[config.mk]
export PLATFORM = sky130hd
export DESIGN_NAME = seg_scan_ctrl_flat
export DESIGN_NICKNAME = d
export VERILOG_FILES = /design/src/rtl/seg_pkg.sv /design/src/rtl/seg_scan_ctrl_if.sv /design/src/rtl/seg_slot_timer.sv /design/src/rtl/seg_scan_ctrl.sv /design/src/flat_wrapper.sv
export SDC_FILE = /design/constraint.sdc
export NUM_CORES = 1
export LEC_CHECK = 0
export ABC_CLOCK_PERIOD_IN_PS = 2500
export BUFFER_PORTS_ARGS = -buffer_cell sky130_fd_sc_hd__buf_4
export CAP_MARGIN = 0
export CORE_MARGIN = 5
export CORE_UTILIZATION = 38
export CTS_CLUSTER_SIZE = 20
export DETAILED_ROUTE_END_ITERATION = 8
export PLACE_DENSITY = 0.59
export RECOVER_POWER = 100
export SETUP_SLACK_MARGIN = 0.1
export SYNTH_ARGS = -nofsm -noshare
export SYNTH_HDL_FRONTEND = slang
export SYNTH_SLANG_ARGS = --single-unit
[constraint.sdc]
create_clock -name i_clk -period 2.5 [get_ports i_clk]
set_clock_uncertainty 0.2 [all_clocks]
set_input_delay 0.125 -clock i_clk [delete_from_list [all_inputs] [get_ports i_clk]]
set_output_delay 0.125 -clock i_clk [all_outputs]
set_load 0.02 [all_outputs]
[src/rtl/seg_pkg.sv]
// Shared constants and types for the multiplexed 7-segment scan controller.
// Segment order is {a,b,c,d,e,f,g} = seg[6:0]; all patterns are active low.
package seg_pkg;

    localparam int unsigned SEG_W = 7;

    localparam logic [SEG_W-1:0] SEG_OFF = 7'b1111111;

    // Hex digit 0..F to active-low segment pattern
    localparam logic [SEG_W-1:0] SEG_TABLE [16] = '{
        7'b0000001, 7'b1001111, 7'b0010010, 7'b0000110,
        7'b1001100, 7'b0100100, 7'b0100000, 7'b0001111,
        7'b0000000, 7'b0001100, 7'b0001000, 7'b1100000,
        7'b0110001, 7'b1000010, 7'b0110000, 7'b0111000
    };

    typedef enum logic [0:0] {
        BLANK = 1'b0,
        SHOW  = 1'b1
    } seg_state_e;

endpackage

[src/rtl/seg_scan_ctrl_if.sv]
// Host-side controls and board-side pins of the scan controller, bundled.
// master: the datapath/bench side; slave: the scan controller.
interface seg_scan_ctrl_if
    import seg_pkg::*;
#(
    parameter int unsigned N_DIG = 4
);
    logic                 en;
    logic                 load;
    logic [4*N_DIG-1:0]   data_in;
    logic [N_DIG-1:0]     an;
    logic [SEG_W-1:0]     seg;
    logic                 frame_done;

    modport master (
        output en, load, data_in,
        input  an, seg, frame_done
    );

    modport slave (
        input  en, load, data_in,
        output an, seg, frame_done
    );
endinterface

[src/rtl/seg_slot_timer.sv]
// Slot timer: counts cycles within a digit slot and steps the digit index.
// Strobes are combinational on the current count; everything clears while
// i_en is low so a restart always begins at the blank of digit 0.
module seg_slot_timer #(
    parameter int unsigned N_DIG     = 4,
    parameter int unsigned SLOT_CYC  = 50000,
    parameter int unsigned BLANK_CYC = 16,
    parameter int unsigned IDX_W     = 2
) (
    input  logic             i_clk,
    input  logic             i_rst_n,
    input  logic             i_en,
    output logic             o_blank_end,
    output logic             o_slot_end,
    output logic             o_wrap,
    output logic [IDX_W-1:0] o_idx
);
    localparam int unsigned CNT_W = (SLOT_CYC > 1) ? $clog2(SLOT_CYC) : 1;

    logic [CNT_W-1:0] r_cnt;
    logic [IDX_W-1:0] r_idx;

    assign o_blank_end = i_en && (r_cnt == CNT_W'(BLANK_CYC - 1));
    assign o_slot_end  = i_en && (r_cnt == CNT_W'(SLOT_CYC - 1));
    assign o_wrap      = o_slot_end && (r_idx == IDX_W'(N_DIG - 1));
    assign o_idx       = r_idx;

    // Slot counter and digit index, held at zero while scanning is disabled
    always_ff @(posedge i_clk or negedge i_rst_n) begin
        if (!i_rst_n) begin
            r_cnt <= '0;
            r_idx <= '0;
        end else if (!i_en) begin
            r_cnt <= '0;
            r_idx <= '0;
        end else if (o_slot_end) begin
            r_cnt <= '0;
            r_idx <= o_wrap ? '0 : r_idx + 1'b1;
        end else begin
            r_cnt <= r_cnt + 1'b1;
        end
    end
endmodule

[src/rtl/seg_scan_ctrl.sv]
// Time-multiplexed common-anode 7-segment driver with per-slot blanking and
// frame-boundary double buffering of the displayed value.
// Optional: define SEG_SCAN_LZB_EN for leading-zero blanking (digit 0 always lit).
module seg_scan_ctrl
    import seg_pkg::*;
#(
    parameter int unsigned N_DIG     = 4,
    parameter int unsigned SLOT_CYC  = 50000,
    parameter int unsigned BLANK_CYC = 16
) (
    input  logic          i_clk,
    input  logic          i_rst_n,
    seg_scan_ctrl_if.slave bus
);
    localparam int unsigned IDX_W = (N_DIG > 1) ? $clog2(N_DIG) : 1;

    seg_state_e         r_state, w_state_nxt;
    logic [IDX_W-1:0]   w_idx;
    logic               w_blank_end, w_slot_end, w_wrap;
    logic [4*N_DIG-1:0] r_shadow, r_pending;
    logic               r_pend;
    logic [N_DIG-1:0]   r_an, w_an_nxt;
    logic [SEG_W-1:0]   r_seg, w_seg_nxt;
    logic               r_frame_done;
    logic [3:0]         w_nib;

    seg_slot_timer #(
        .N_DIG     (N_DIG),
        .SLOT_CYC  (SLOT_CYC),
        .BLANK_CYC (BLANK_CYC),
        .IDX_W     (IDX_W)
    ) u_timer (
        .i_clk       (i_clk),
        .i_rst_n     (i_rst_n),
        .i_en        (bus.en),
        .o_blank_end (w_blank_end),
        .o_slot_end  (w_slot_end),
        .o_wrap      (w_wrap),
        .o_idx       (w_idx)
    );

    // Next scan state: dark gap first, then the lit part of the slot
    always_comb begin
        w_state_nxt = r_state;
        if (!bus.en) begin
            w_state_nxt = BLANK;
        end else begin
            unique case (r_state)
                BLANK:   if (w_blank_end) w_state_nxt = SHOW;
                SHOW:    if (w_slot_end)  w_state_nxt = BLANK;
                default: w_state_nxt = BLANK;
            endcase
        end
    end

    assign w_nib = r_shadow[4*w_idx +: 4];

`ifdef SEG_SCAN_LZB_EN
    logic [N_DIG-1:0] w_lead_zero;
    logic             w_zero_run;

    // Digit k is a leading zero when it and every higher nibble are zero
    always_comb begin
        w_lead_zero = '0;
        w_zero_run  = 1'b1;
        for (int k = N_DIG - 1; k >= 1; k--) begin
            w_zero_run     = w_zero_run && (r_shadow[4*k +: 4] == 4'h0);
            w_lead_zero[k] = w_zero_run;
        end
    end
`endif

    // Pin values for the next cycle, derived from the current state and index
    always_comb begin
        w_an_nxt  = '1;
        w_seg_nxt = SEG_OFF;
        if (bus.en && r_state == SHOW) begin
            w_an_nxt[w_idx] = 1'b0;
            w_seg_nxt       = SEG_TABLE[w_nib];
`ifdef SEG_SCAN_LZB_EN
            if (w_lead_zero[w_idx]) w_seg_nxt = SEG_OFF;
`endif
        end
    end

    // State and registered pins; an/seg share an edge so they never disagree
    always_ff @(posedge i_clk or negedge i_rst_n) begin
        if (!i_rst_n) begin
            r_state      <= BLANK;
            r_an         <= '1;
            r_seg        <= SEG_OFF;
            r_frame_done <= 1'b0;
        end else begin
            r_state      <= w_state_nxt;
            r_an         <= w_an_nxt;
            r_seg        <= w_seg_nxt;
            r_frame_done <= w_wrap;
        end
    end

    // Double buffer: shadow only changes at a frame boundary or while idle
    always_ff @(posedge i_clk or negedge i_rst_n) begin
        if (!i_rst_n) begin
            r_shadow  <= '0;
            r_pending <= '0;
            r_pend    <= 1'b0;
        end else if (bus.load && w_wrap) begin
            // A load landing on the wrap bypasses pending; any older pending is dropped
            r_shadow <= bus.data_in;
            r_pend   <= 1'b0;
        end else if (bus.load) begin
            r_pending <= bus.data_in;
            r_pend    <= 1'b1;
        end else if ((w_wrap || !bus.en) && r_pend) begin
            r_shadow <= r_pending;
            r_pend   <= 1'b0;
        end
    end

    assign bus.an         = r_an;
    assign bus.seg        = r_seg;
    assign bus.frame_done = r_frame_done;
endmodule

[src/flat_wrapper.sv]
// flat-port wrapper written by rule: the top's interface ports become plain ports
module seg_scan_ctrl_flat import seg_pkg::*;
#(
    parameter int unsigned N_DIG     = 4,
    parameter int unsigned SLOT_CYC  = 50000,
    parameter int unsigned BLANK_CYC = 16
)
  (i_clk, i_rst_n, bus_en, bus_load, bus_data_in, bus_an, bus_seg, bus_frame_done);
  seg_scan_ctrl_if #(.N_DIG(N_DIG)) bus_i ();
  input  logic i_clk;
  input  logic i_rst_n;
  input wire logic [$bits(bus_i.en)-1:0] bus_en;
  input wire logic [$bits(bus_i.load)-1:0] bus_load;
  input wire logic [$bits(bus_i.data_in)-1:0] bus_data_in;
  output wire logic [$bits(bus_i.an)-1:0] bus_an;
  output wire logic [$bits(bus_i.seg)-1:0] bus_seg;
  output wire logic [$bits(bus_i.frame_done)-1:0] bus_frame_done;
  assign bus_i.en = bus_en;
  assign bus_i.load = bus_load;
  assign bus_i.data_in = bus_data_in;
  assign bus_an = bus_i.an;
  assign bus_seg = bus_i.seg;
  assign bus_frame_done = bus_i.frame_done;
  seg_scan_ctrl #(.N_DIG(N_DIG), .SLOT_CYC(SLOT_CYC), .BLANK_CYC(BLANK_CYC)) u_core (.i_clk(i_clk), .i_rst_n(i_rst_n), .bus(bus_i));
endmodule
* Word level (Yosys, flattened, before mapping)
Memories as Yosys holds them, arrays and structs flattened.
Index checks and enable logic that the tools add are counted.
** Word-level totals
- Bits in registers :: 64
- Bits in read-only memories :: 112
- Bits of input ports :: 20
- Output and inout bits :: 12
- Memories kept :: 1
** Memory list
- (no name shown) :: words 16, width 7, read ports 1, clocked after Yosys merged registers in 0, wr ports 0, RTL line seg_scan_ctrl.sv:79 : w_seg_nxt = SEG_TABLE[w_nib];
** Cells by class
- $add $sub $neg :: 2
- $lt $le $gt $ge :: 3
- Equality and inequality tests :: 5
- Shift operators :: 1
- Muxes and demuxes :: 21
- Bitwise logic cells :: 4
- Reduce and logical (&&, ||, !) cells :: 13
** Operators by type and width (number)
- $mux 16 :: 5
- $mux 7 :: 3
- $add 16x1->16 const B :: 1
- $eq 16x16->1 const B :: 1
- $eq 16x4->1 const B :: 1
- $shiftx 16x5->4 :: 1
- $logic_and 1x1->1 :: 7
- $mux 1 :: 7
- $mux 2 :: 3
- $ge 5x5->1 const B :: 1
- $not 4->5 :: 1
- $mux 4 :: 1
- $ne 2x1->1 const B :: 2
- $not 4->4 :: 1
- $reduce_and 2->1 :: 2
- $lt 2x3->1 const B :: 1
- $reduce_bool 3->1 :: 1
- $add 2x1->2 const B :: 1
- $demux 1 s2 :: 1
- $eq 2x2->1 const B :: 1
- $ge 2x1->1 const B :: 1
- $not 1->1 :: 2
- $pmux 1 s2 :: 1
- $reduce_bool 2->1 :: 1
- other kinds (2) :: 2

* Longest topological paths before layout
Gate-level depths: netlist of the first run.
- Word-level depth :: 8
- Gate-level depth with buffers :: 8

* Hierarchy
Synthesis of the first run repeated with hierarchy kept, for this count alone.
** Unflattened totals
- Cell total of the unflattened synthesis :: 273
- Area, all modules :: 3067.9 µm²
** Modules (own cells, without submodules)
- seg_scan_ctrl :: times used 1, cells an instance 177, area an instance 2135.8 µm², sequential area each 1164.9 µm²
- seg_slot_timer :: times used 1, cells an instance 96, area an instance 932.1 µm², sequential area each 450.4 µm²

* Worst setup path before layout of the first run
No wires, ideal clock.
- Path kind :: register -> register
- From :: reg u_core.u_timer.r_cnt[11]
- To :: reg u_core.r_pending[10]
- Setup time :: 127 ps
- Data arrival time :: 2107 ps
- Data required time :: 2173 ps
- Setup slack :: 65 ps
- Cell stages (with the launch flop) :: 8
- Cells stage by stage :: dfrtp_1 -> or4_4 -> nor3_1 -> and3_1 -> nand2b_1 -> buf_4 -> buf_6 -> mux2_1
** On the way
- Cells in the longest elaborated chain, start to end :: 6
** RTL lines
- start: declaration :: RTL line seg_slot_timer.sv:20 : logic [CNT_W-1:0] r_cnt;
- start signal: assignment :: RTL line seg_slot_timer.sv:40 : r_cnt <= r_cnt + 1'b1;
- $eq 16x16->1 :: RTL line seg_slot_timer.sv:24 : assign o_slot_end = i_en && (r_cnt == CNT_W'(SLOT_CYC - 1));
- $logic_and 1x1->1 :: RTL line seg_slot_timer.sv:24
- $logic_and 1x1->1 :: RTL line seg_slot_timer.sv:25 : assign o_wrap = o_slot_end && (r_idx == IDX_W'(N_DIG - 1));
- net u_core.u_timer.o_wrap :: RTL line seg_slot_timer.sv:15 : output logic o_wrap,
- $logic_and 1x1->1 :: RTL line seg_scan_ctrl.sv:107 : end else if (bus.load && w_wrap) begin
- $not 1->1 (no line)
- $reduce_and 2->1 (no line)
- end signal: assignment :: RTL line seg_scan_ctrl.sv:112 : r_pending <= bus.data_in;
- end: declaration :: RTL line seg_scan_ctrl.sv:20 : logic [4*N_DIG-1:0] r_shadow, r_pending;
The timed path passes the listed nets, and every way through them passes these cells.
A chain may end at the register's enable or synchronous reset.

* Worst setup path after layout of the first run
- From :: reg u_core.u_timer.r_cnt[11]
- To :: reg u_core.r_pending[1]
Same word-level chain as after synthesis.

==> impl_metrics.py, run 1 <==
metrics = {
    "status": {
        "status": "finished, violations left",
        "violations": "capacitance limit, slew limit",
    },
    "drt": {
        "ant_nets": 0,
        "via_per_inst": 4.854,
        "drtIter0Drc": 56,
        "vias": 2092,
        "wirelength_um": 5844,
        "post_drt_wl_per_cell_um": 13.56,
        "drt_pass1_iterations": 4,
        "drcViolationCount": 0,
    },
    "critical_path": {
        "critPathArrivalTime_ps": 2390,
        "r2r-end": "u_core.r_pending[1]",
        "worstSetupPathType": "register to register",
        "rr_startpoint": "u_core.u_timer.r_cnt[11]",
        "critPathLaunchType": "register",
        "cp_max_fo": 16,
        "crit_required_ps": 2520,
        "end_kind": "register",
        "reg2regPathDepth": 6,
        "r2r_slack_ps": 130,
    },
    "power": {
        "power_density_nw_per_um2": 623.7,
        "peakVddDrop_v": 0.0002286,
        "p_leak_nw": 1.758,
        "p_total_mw": 2.507,
    },
    "grt": {
        "grt_pass1_vias": 2187,
        "overflow": 0,
        "grt_pass1_wl_um": 10550,
        "antenna_found_initial": 0,
        "grt_max_degree": 65,
        "grt_usage_pct": 12.91,
    },
    "timing": {
        "finalSetupViolCount": 0,
        "fmax_ghz": 0.4213,
        "slew_viol_final": 65,
        "hold_viol": 0,
        "layout_min_cycle_time_ps": 2374,
        "worstMarginPinSlew_ps": 1549,
        "relSlewSlack_pct": -3.286,
        "setup_ws_ps": 126.2,
        "finalSetupTns_ps": 0,
        "rsz0062_at_grt": "true",
        "min_period_over_period_pct": 94.95,
    },
    "cells_and_area": {
        "syn_to_final_growth_pct": 24.78,
        "stdcell_area_um2": 4020,
        "num_antenna_cells": 0,
        "fin_cells": 431,
        "nets": 353,
        "drive_gt1_share_pct": 31.60,
    },
    "cts": {
        "root_buffer": "clkbuf_8",
        "path_clk_slew_ps": 70,
        "cts-buffers-inserted": 9,
        "cts.sinks": 64,
        "cts_tree": "done",
        "cts_buffer_depth": 2,
        "clk_latency_ps": 330,
        "htree_levels": 3,
    },
    "yosys": {
        "synth_ff_type": "dfrtp_1",
        "synth_edf_count": 0,
        "synth_area_per_cell_um2": 12.59,
        "syn-cell-area_um2": 3222,
        "postSynthNetCount": 287,
        "synth_area_leaders": "dfrtp_1, mux2_4, dfstp_2, mux2_1, mux2_2",
        "ys_types": 39,
        "ys_seq_area_share_pct": 50.14,
        "yosys_warnings": 0,
        "synth_top_area_share_pct": 41.17,
        "netlist_instances": 256,
        "async_flop_share_pct": 100.0,
        "yosysTopAreaCell": "dfrtp_1",
        "synth-seq-cells": 64,
    },
    "floorplan": {
        "coreArea_um2": 8258,
        "initial_utilization_pct": 39.02,
        "die_area_um2": 10420,
        "io_pins": 32,
        "fp.dieW_um": 102.1,
        "fp.dieH_um": 102.1,
        "rows": 33,
    },
    "hold_path": {
        "min-delay-start": "u_core.r_pending[5]",
        "hold_path_class": "register to register",
        "whs_endpoint": "u_core.r_pending[5]",
        "whs_path_depth": 1,
    },
    "placement": {
        "placed_cells": 393,
        "dpl.hpwl_um": 3999,
        "port_buffers": 31,
        "placed_cell_area_um2": 3646,
        "dpl_worst_slack_ps": 110.9,
        "gp_congestion": 0.8570,
    },
    "run": {
        "cap_violations": 1,
    },
}
[layout make-up]
cell class | count | area [um^2]
Tap cell | 105 | 131.4
Clock inverter | 3 | 40.04
Sequential cell | 64 | 1617
Multi-Input combinational cell | 177 | 1534
Inverter | 6 | 22.52
Timing Repair Buffer | 64 | 510.5
Clock buffer | 12 | 165.2
Fill cell | 782 | 4238
[power by group]
part           switching [mW]  internal (mW)
registers              0.0510           1.12
logic                   0.181          0.240
clock network           0.378          0.533
total                   0.610           1.90
[cells in the final DEF, fill, tap and decap left out, types with 9 or more instances in the layout]
cell / instances
buf_4: 25
clkbuf_1: 14
clkbuf_8: 12
dfrtp_1: 52
dfstp_2: 11
dlygate4sd3_1: 20
ha_1: 10
mux2_1: 14
mux2_2: 14
mux2_4: 20
nand2_1: 24
nand3_1: 12
nor2_1: 23
xor2_1: 9
[worst max-delay path: stages (launching register included)]
cell      delay [ps]
dfrtp_1          380
or4_4            550
nor3_1           250
and3_1           210
nand2b_1         150
buf_12           160
mux2_2           340
[sequential cells by signal, summed over array words and instances, names as in the netlist, 2 cells and up]
name / flops
u_core.bus.an: 4
u_core.bus.seg: 7
u_core.r_pending: 16
u_core.r_shadow: 16
u_core.u_timer.o_idx: 2
u_core.u_timer.r_cnt: 16
[Yosys cell counts, types with 4 or more instances]
library cell / instances
dfrtp_1: 53
nor2_1: 23
dfstp_2: 11
mux4_2: 4
mux2_4: 20
nand2_1: 24
ha_1: 11
mux2_2: 14
mux2_1: 14
xnor2_1: 5
clkbuf_1: 5
nand3_1: 12
inv_1: 6
xor2_1: 9
[metrics by stage]
step	utilization [%]	hold slack [ps]
floorplan	-	-370.6
global placement	44.15	63.59
detailed placement	44.15	66.82
global route	48.68	304.5
CTS	49.08	238.8
finish	48.68	291.1
[worst max path at each step]
stage                             start              endpoint  depth (start not counted)
3_3_place_gp    u_core.u_timer.o_idx[0]     u_core.bus.seg[3]                          8
4_1_cts        u_core.u_timer.r_cnt[11]   u_core.r_pending[2]                          6
2_1_floorplan  u_core.u_timer.r_cnt[11]  u_core.r_pending[10]                          7
6_report       u_core.u_timer.r_cnt[11]   u_core.r_pending[1]                          6
3_5_place_dp    u_core.u_timer.o_idx[0]     u_core.bus.seg[3]                          8
5_1_grt        u_core.u_timer.r_cnt[11]   u_core.r_shadow[12]                          6
[logic make-up (layout without fill, tap and decap cells)]
kind of cell / count (synthesis) / after routing / share of synthesized area, %
and+or+nand+nor: 80 / 80 / 12.51
DFF: 64 / 64 / 50.14
muxes: 55 / 55 / 22.84
AOI/OAI and AO/OA: 17 / 17 / 3.884
buffers and inverters: 15 / 85 / 2.563
xor gates and xnor gates: 14 / 14 / 3.806
adders and majority gates: 11 / 11 / 4.272
[layer usage]
metal | wire (um) | vias to the layer above | part of all wire (%) | GRT usage [%]
li1 | - | 1027 | - | -
met1 | 2746 | 1022 | 47 | 17.14
met2 | 2739 | 37 | 47 | 20.34
met3 | 282 | 6 | 4.8 | 3.208
met4 | 75 | 0 | 1.3 | 5.146
met5 | 0 | - | 0 | 0
[repair_timing]
| item | CTS | global route |
|---|---|---|
| hold buffers | 20 | 0 |
| resized for setup | 1 | 1 |
| buffers inserted | 0 | 3 |
| gates cloned | 0 | 0 |
| hold endpoints to repair | 90 | 0 |
| setup endpoints to repair | 1 | 33 |
(Power assumes the default switching activity.)
==> run 2: changes to the inputs <==
Settings changed: CORE_ASPECT_RATIO from default to 0.9.
==> run 2 against run 1 <==
Effect of this change:
- the run still ends with capacitance limit, slew limit left
- cell count shrank 1.6%
- non-clock buffer count shrank 2
- clock-buffer cell count grew 1
- wire length grew 2.3%
- clock power grew 9.3%
- worst hold slack gained 1.6 ps
- register-to-register slack lost 20 ps
- design area shrank 0.19%
- global-route usage shrank 0.30 points
- worst setup slack lost 15 ps
==> impl_metrics.py, run 2 (synthesis gave the netlist of run 1 again) <==
metrics = {
    "status": {
        "status": "finished, violations left",
        "violations": "capacitance limit, slew limit",
    },
    "placement": {
        "port_buffers": 31,
        "placed_cell_area_um2": 3646,
        "gp_congestion": 0.7409,
        "dpl.hpwl_um": 4154,
    },
    "grt": {
        "grt.met2_usage_pct": 18.23,
        "met1_usage_pct": 17.47,
        "grt_max_degree": 65,
        "grt_usage_pct": 12.61,
        "antenna_found_initial": 0,
        "top_usage_layer": "met2",
        "use_met3_pct": 2.990,
        "grt_pass1_wl_um": 10540,
        "overflow": 0,
        "grt_pass1_vias": 2152,
    },
    "critical_path": {
        "crit_required_ps": 2520,
        "critPathArrivalTime_ps": 2410,
        "worstSetupPathType": "register to register",
        "rr_startpoint": "u_core.u_timer.r_cnt[11]",
        "end_kind": "register",
        "cp_max_fo": 16,
        "reg2regPathDepth": 6,
        "critPathCapture": "u_core.r_shadow[9]",
        "critPathLaunchType": "register",
        "r2r-end": "u_core.r_shadow[9]",
        "worstSetupStartpoint": "u_core.u_timer.r_cnt[11]",
        "r2r_slack_ps": 110,
    },
    "drt": {
        "ant_nets": 0,
        "drtIter0Drc": 88,
        "via_per_inst": 4.889,
        "post_drt_wl_per_cell_um": 14.11,
        "drt_pass1_iterations": 4,
        "wirelength_um": 5981,
        "vias": 2073,
        "drcViolationCount": 0,
    },
    "floorplan": {
        "initial_utilization_pct": 39.55,
        "coreArea_um2": 8145,
        "fp.dieW_um": 107.1,
        "io_pins": 32,
        "fp.dieH_um": 97.36,
        "rows": 31,
        "die_area_um2": 10420,
    },
    "cts": {
        "cts_buffer_depth": 2,
        "cts_tree": "done",
        "path_clk_slew_ps": 70,
        "cts-buffers-inserted": 9,
        "clk_latency_ps": 340,
        "postCtsSetupRepairBufs": 0,
        "cts.sinks": 64,
        "root_buffer": "clkbuf_8",
        "htree_levels": 3,
    },
    "timing": {
        "worstMarginPinSlew_ps": 1529,
        "finalSetupViolCount": 0,
        "relSlewSlack_pct": -1.912,
        "finalSetupTns_ps": 0,
        "min_period_over_period_pct": 95.56,
        "layout_min_cycle_time_ps": 2389,
        "hold_viol": 0,
        "slew_viol_final": 65,
        "fmax_ghz": 0.4186,
        "holdWs_ps": 292.7,
        "rsz0062_at_grt": "true",
    },
    "cells_and_area": {
        "fill_cells": 733,
        "drive_gt1_share_pct": 30.77,
        "num_antenna_cells": 0,
        "nets": 351,
        "syn_to_final_growth_pct": 24.54,
        "layout_common_cells": "dfrtp_1, nand2_1, nor2_1, buf_4, dlygate4sd3_1",
        "fin_util_pct": 49.26,
        "final_common_cell": "dfrtp_1",
        "stdcell_area_um2": 4013,
        "reg_top3": "u_core.r_pending: 16 flops, u_core.r_shadow: 16 flops, u_core.u_timer.r_cnt: 16 flops",
    },
    "run": {
        "cap_violations": 1,
    },
    "hold_path": {
        "hold_path_class": "register to register",
    },
    "power": {
        "p_total_mw": 2.585,
        "p_leak_nw": 1.736,
        "power_density_nw_per_um2": 644.2,
        "peakVddDrop_v": 0.0003037,
    },
}
## run 2: area by class of cell
cell class | count | area (um^2) | share of cell area (%)
clock buffer | 13 | 158.9 | 3.960
clock inverter | 3 | 65.06 | 1.621
inverter | 6 | 22.52 | 0.5613
multi-input combinational | 177 | 1539 | 38.35
sequential | 64 | 1617 | 40.29
tap | 99 | 123.9 | 3.087
timing repair buffer | 62 | 486.7 | 12.13
## run 2: through the flow
stage	setup slack, ps	std cells
finish	111.1	424
global route	51.54	424
CTS	104.7	424
detailed placement	110.8	388
global placement	150.4	388
floorplan	67.97	256
## run 2: timing repair
| action | 4_1_cts | 5_1_grt |
|---|---|---|
| endpoints found under the hold margin | 91 | 0 |
| gates resized for setup | 0 | 5 |
| setup endpoints to repair | 0 | 33 |
| hold buffers | 20 | 0 |
## run 2: how the worst min path moves through the flow
| stage | slack, ps | to | start | depth (start not counted) |
|---|---|---|---|---|
| after global placement | 70 | u_core.r_pending[2] | i_rst_n | 1 |
| final | 290 | u_core.r_pending[3] | u_core.r_pending[3] | 1 |
| after CTS | 250 | u_core.r_shadow[11] | i_rst_n | 2 |
| after global routing | 300 | u_core.r_pending[5] | u_core.r_pending[5] | 1 |
| after detailed placement | 70 | u_core.r_pending[2] | i_rst_n | 1 |
| after floorplan | -370 | u_core.bus.frame_done | i_rst_n | 0 |
## run 2: critical path: stages (launching register included)
cell,delay [ps]
dfrtp_1,380
or4_4,550
nor3_4,210
nand4_4,130
buf_6,220
mux2_1,330
mux2_4,250
## run 2: power by group
group	internal (mW)	switching (mW)	leakage, nW
Combinational	0.233	0.181	0.845
Sequential	1.12	0.0513	0.777
Clock	0.616	0.380	0.114
## run 2: metal layers
metal | wire length [um] | part of all wire (%) | vias up
met3 | 237 | 4.0 | 10
met5 | 0 | 0 | -
met4 | 113 | 1.9 | 0
met1 | 2912 | 49 | 990
met2 | 2718 | 45 | 44
li1 | - | - | 1029
==> run 3: changes to the inputs <==
Settings changed: ABC_CLOCK_PERIOD_IN_PS 2500 to 2100.
Clock period 2.5 ns to 2.1 ns, I/O delays scaled along.
==> run 3 against run 2 <==
Effect of this change:
- the run ends with capacitance limit, slew limit, setup timing left
- flip-flop and latch count unchanged
- largest cell class is now multi-input gates
- power up 31%
- worst setup slack lost 320 ps
- design area rose by 15%
- register-to-register slack got worse by 320 ps
- sequential share of layout area is 5.2 points lower
- sequential power up 19%
==> impl_metrics.py, run 3 (synthesis gave the netlist of run 1 again) <==
metrics = {
    "timing": {
        "slew_viol_final": 65,
        "hold_viol": 0,
        "min_period_over_period_pct": 110.2,
        "finalSetupViolCount": 38,
        "rsz0062_at_grt": "true",
        "holdWs_ps": 313.5,
        "setup_ws_ps": -213.9,
        "relSlewSlack_pct": -6.056,
        "layout_min_cycle_time_ps": 2314,
        "fmax_ghz": 0.4322,
        "worstMarginPinSlew_ps": 1591,
    },
    "cts": {
        "root_buffer": "clkbuf_8",
        "cts.sinks": 64,
        "cts-buffers-inserted": 9,
        "clk_latency_ps": 360,
        "path_clk_slew_ps": 80,
        "cts_tree": "done",
        "htree_levels": 3,
        "cts_buffer_depth": 2,
    },
    "drt": {
        "route.met2.wl_um": 3314,
        "drt_pass1_iterations": 4,
        "post_drt_wl_per_cell_um": 14.91,
        "ant_nets": 0,
        "drtIter0Drc": 66,
        "drcViolationCount": 0,
        "via_per_inst": 4.882,
        "wirelength_um": 6935,
        "drt-met1-wl_um": 3240,
        "wl_met3_um": 259,
        "top_layer": "met4",
        "vias": 2270,
    },
    "cells_and_area": {
        "final_common_cell": "dfrtp_1",
        "syn_to_final_growth_pct": 42.87,
        "fin_util_pct": 56.51,
        "fin_cells": 465,
        "drive_gt1_share_pct": 48.91,
        "nets": 392,
        "num_antenna_cells": 0,
        "fill_cells": 719,
        "layout_common_cells": "dfrtp_1, buf_4, mux2_4, nand2_1, nor2_1",
        "reg_top3": "u_core.r_pending: 16 flops, u_core.r_shadow: 16 flops, u_core.u_timer.r_cnt: 16 flops",
    },
    "critical_path": {
        "critPathMostFrequentCell": "mux2_4",
        "cp_max_fo": 16,
        "cp_slowest_cell": "or4_4",
        "r2r_slack_ps": -210,
        "crit_buf_inv": 1,
        "critPathArrivalTime_ps": 2350,
        "max_stage_delay_ps": 570,
        "cp_cell_sequence": "or4_4 -> nor3_4 -> nand4_4 -> buf_12 -> mux2_4 -> mux2_4",
        "end_kind": "register",
        "crit_required_ps": 2130,
        "critPathTopFamily": "simple AND/OR/NAND/NOR gates",
        "critPathLaunchType": "register",
        "worstSetupPathType": "register to register",
    },
    "status": {
        "status": "finished, violations left",
        "violations": "capacitance limit, slew limit, setup timing",
    },
    "power": {
        "p_total_mw": 3.391,
        "peakVddDrop_v": 0.0004010,
        "p_leak_nw": 2.083,
        "power_density_nw_per_um2": 736.8,
    },
    "floorplan": {
        "rows": 31,
        "fp.dieH_um": 97.36,
        "initial_utilization_pct": 39.55,
        "io_pins": 32,
        "fp.dieW_um": 107.1,
        "die_area_um2": 10420,
        "coreArea_um2": 8145,
    },
    "placement": {
        "gp_congestion": 0.7815,
        "dpl.hpwl_um": 4457,
        "dpl_worst_slack_ps": -239.5,
        "placed_cells": 413,
        "port_buffers": 31,
    },
    "grt": {
        "grt_max_degree": 65,
        "grt_pass1_vias": 2355,
        "antenna_found_initial": 0,
        "overflow": 0,
        "grt_pass1_wl_um": 11880,
        "grt_usage_pct": 14.38,
    },
    "run": {
        "cap_violations": 1,
    },
    "hold_path": {
        "hold_path_class": "register to register",
    },
}
-- run 3: worst register-to-register path, cell delays in order, from the launching register on --
cell and delay (ps):
dfrtp_1 380, or4_4 570, nor3_4 200, nand4_4 110, buf_12 180, mux2_4 300, mux2_4 260
-- run 3: power breakdown --
part	total, mW	switching, mW	internal (mW)
clock network	1.22	0.536	0.680
logic	0.778	0.320	0.458
registers	1.40	0.0606	1.34
total	3.39	0.916	2.48
-- run 3: per-layer routing --
layer | up-vias | GRT usage (%)
met5 | - | 0
met4 | 0 | 5.605
met3 | 11 | 3.721
met2 | 41 | 23.52
met1 | 1102 | 18.06
li1 | 1116 | -
-- run 3: repair_timing --
item	in CTS	in global routing
gates resized for setup	23	14
pin swaps	9	11
setup endpoints to repair	54	58
hold buffers	20	0
endpoints found under the hold margin	105	0
buffers inserted	7	9
cloned	1	1
-- run 3: cell type report --
| cell class | count | area (um^2) | area share [%] |
|---|---|---|---|
| multi-input cells | 178 | 1737 | 37.73 |
| flip-flops and latches | 64 | 1615 | 35.09 |
| repair buffers | 102 | 875.8 | 19.03 |
| clock buffers | 9 | 123.9 | 2.691 |
| well taps | 99 | 123.9 | 2.691 |
| clock inverters | 7 | 102.6 | 2.229 |
| inverters | 6 | 25.02 | 0.5436 |
-- run 3: worst paths after layout --
kind,startpoint,to,cells past startpoint
hold / removal,u_core.r_pending[6],u_core.r_pending[6],1
min in group asynchronous,i_rst_n,u_core.r_shadow[15],2
setup reg to reg,u_core.u_timer.r_cnt[4],u_core.r_shadow[11],6
max in group asynchronous,i_rst_n,u_core.r_pending[13],2
hold reg to reg,u_core.r_pending[6],u_core.r_pending[6],1
setup / recovery,u_core.u_timer.r_cnt[4],u_core.r_shadow[11],6
-- run 3: stage by stage --
stage	area [um^2]	setup TNS, ps
floorplan	3396	-5685
global placement	3971	-5979
detailed placement	3971	-6471
CTS	4537	-5458
global route	4603	-14890
finish	4603	-5530
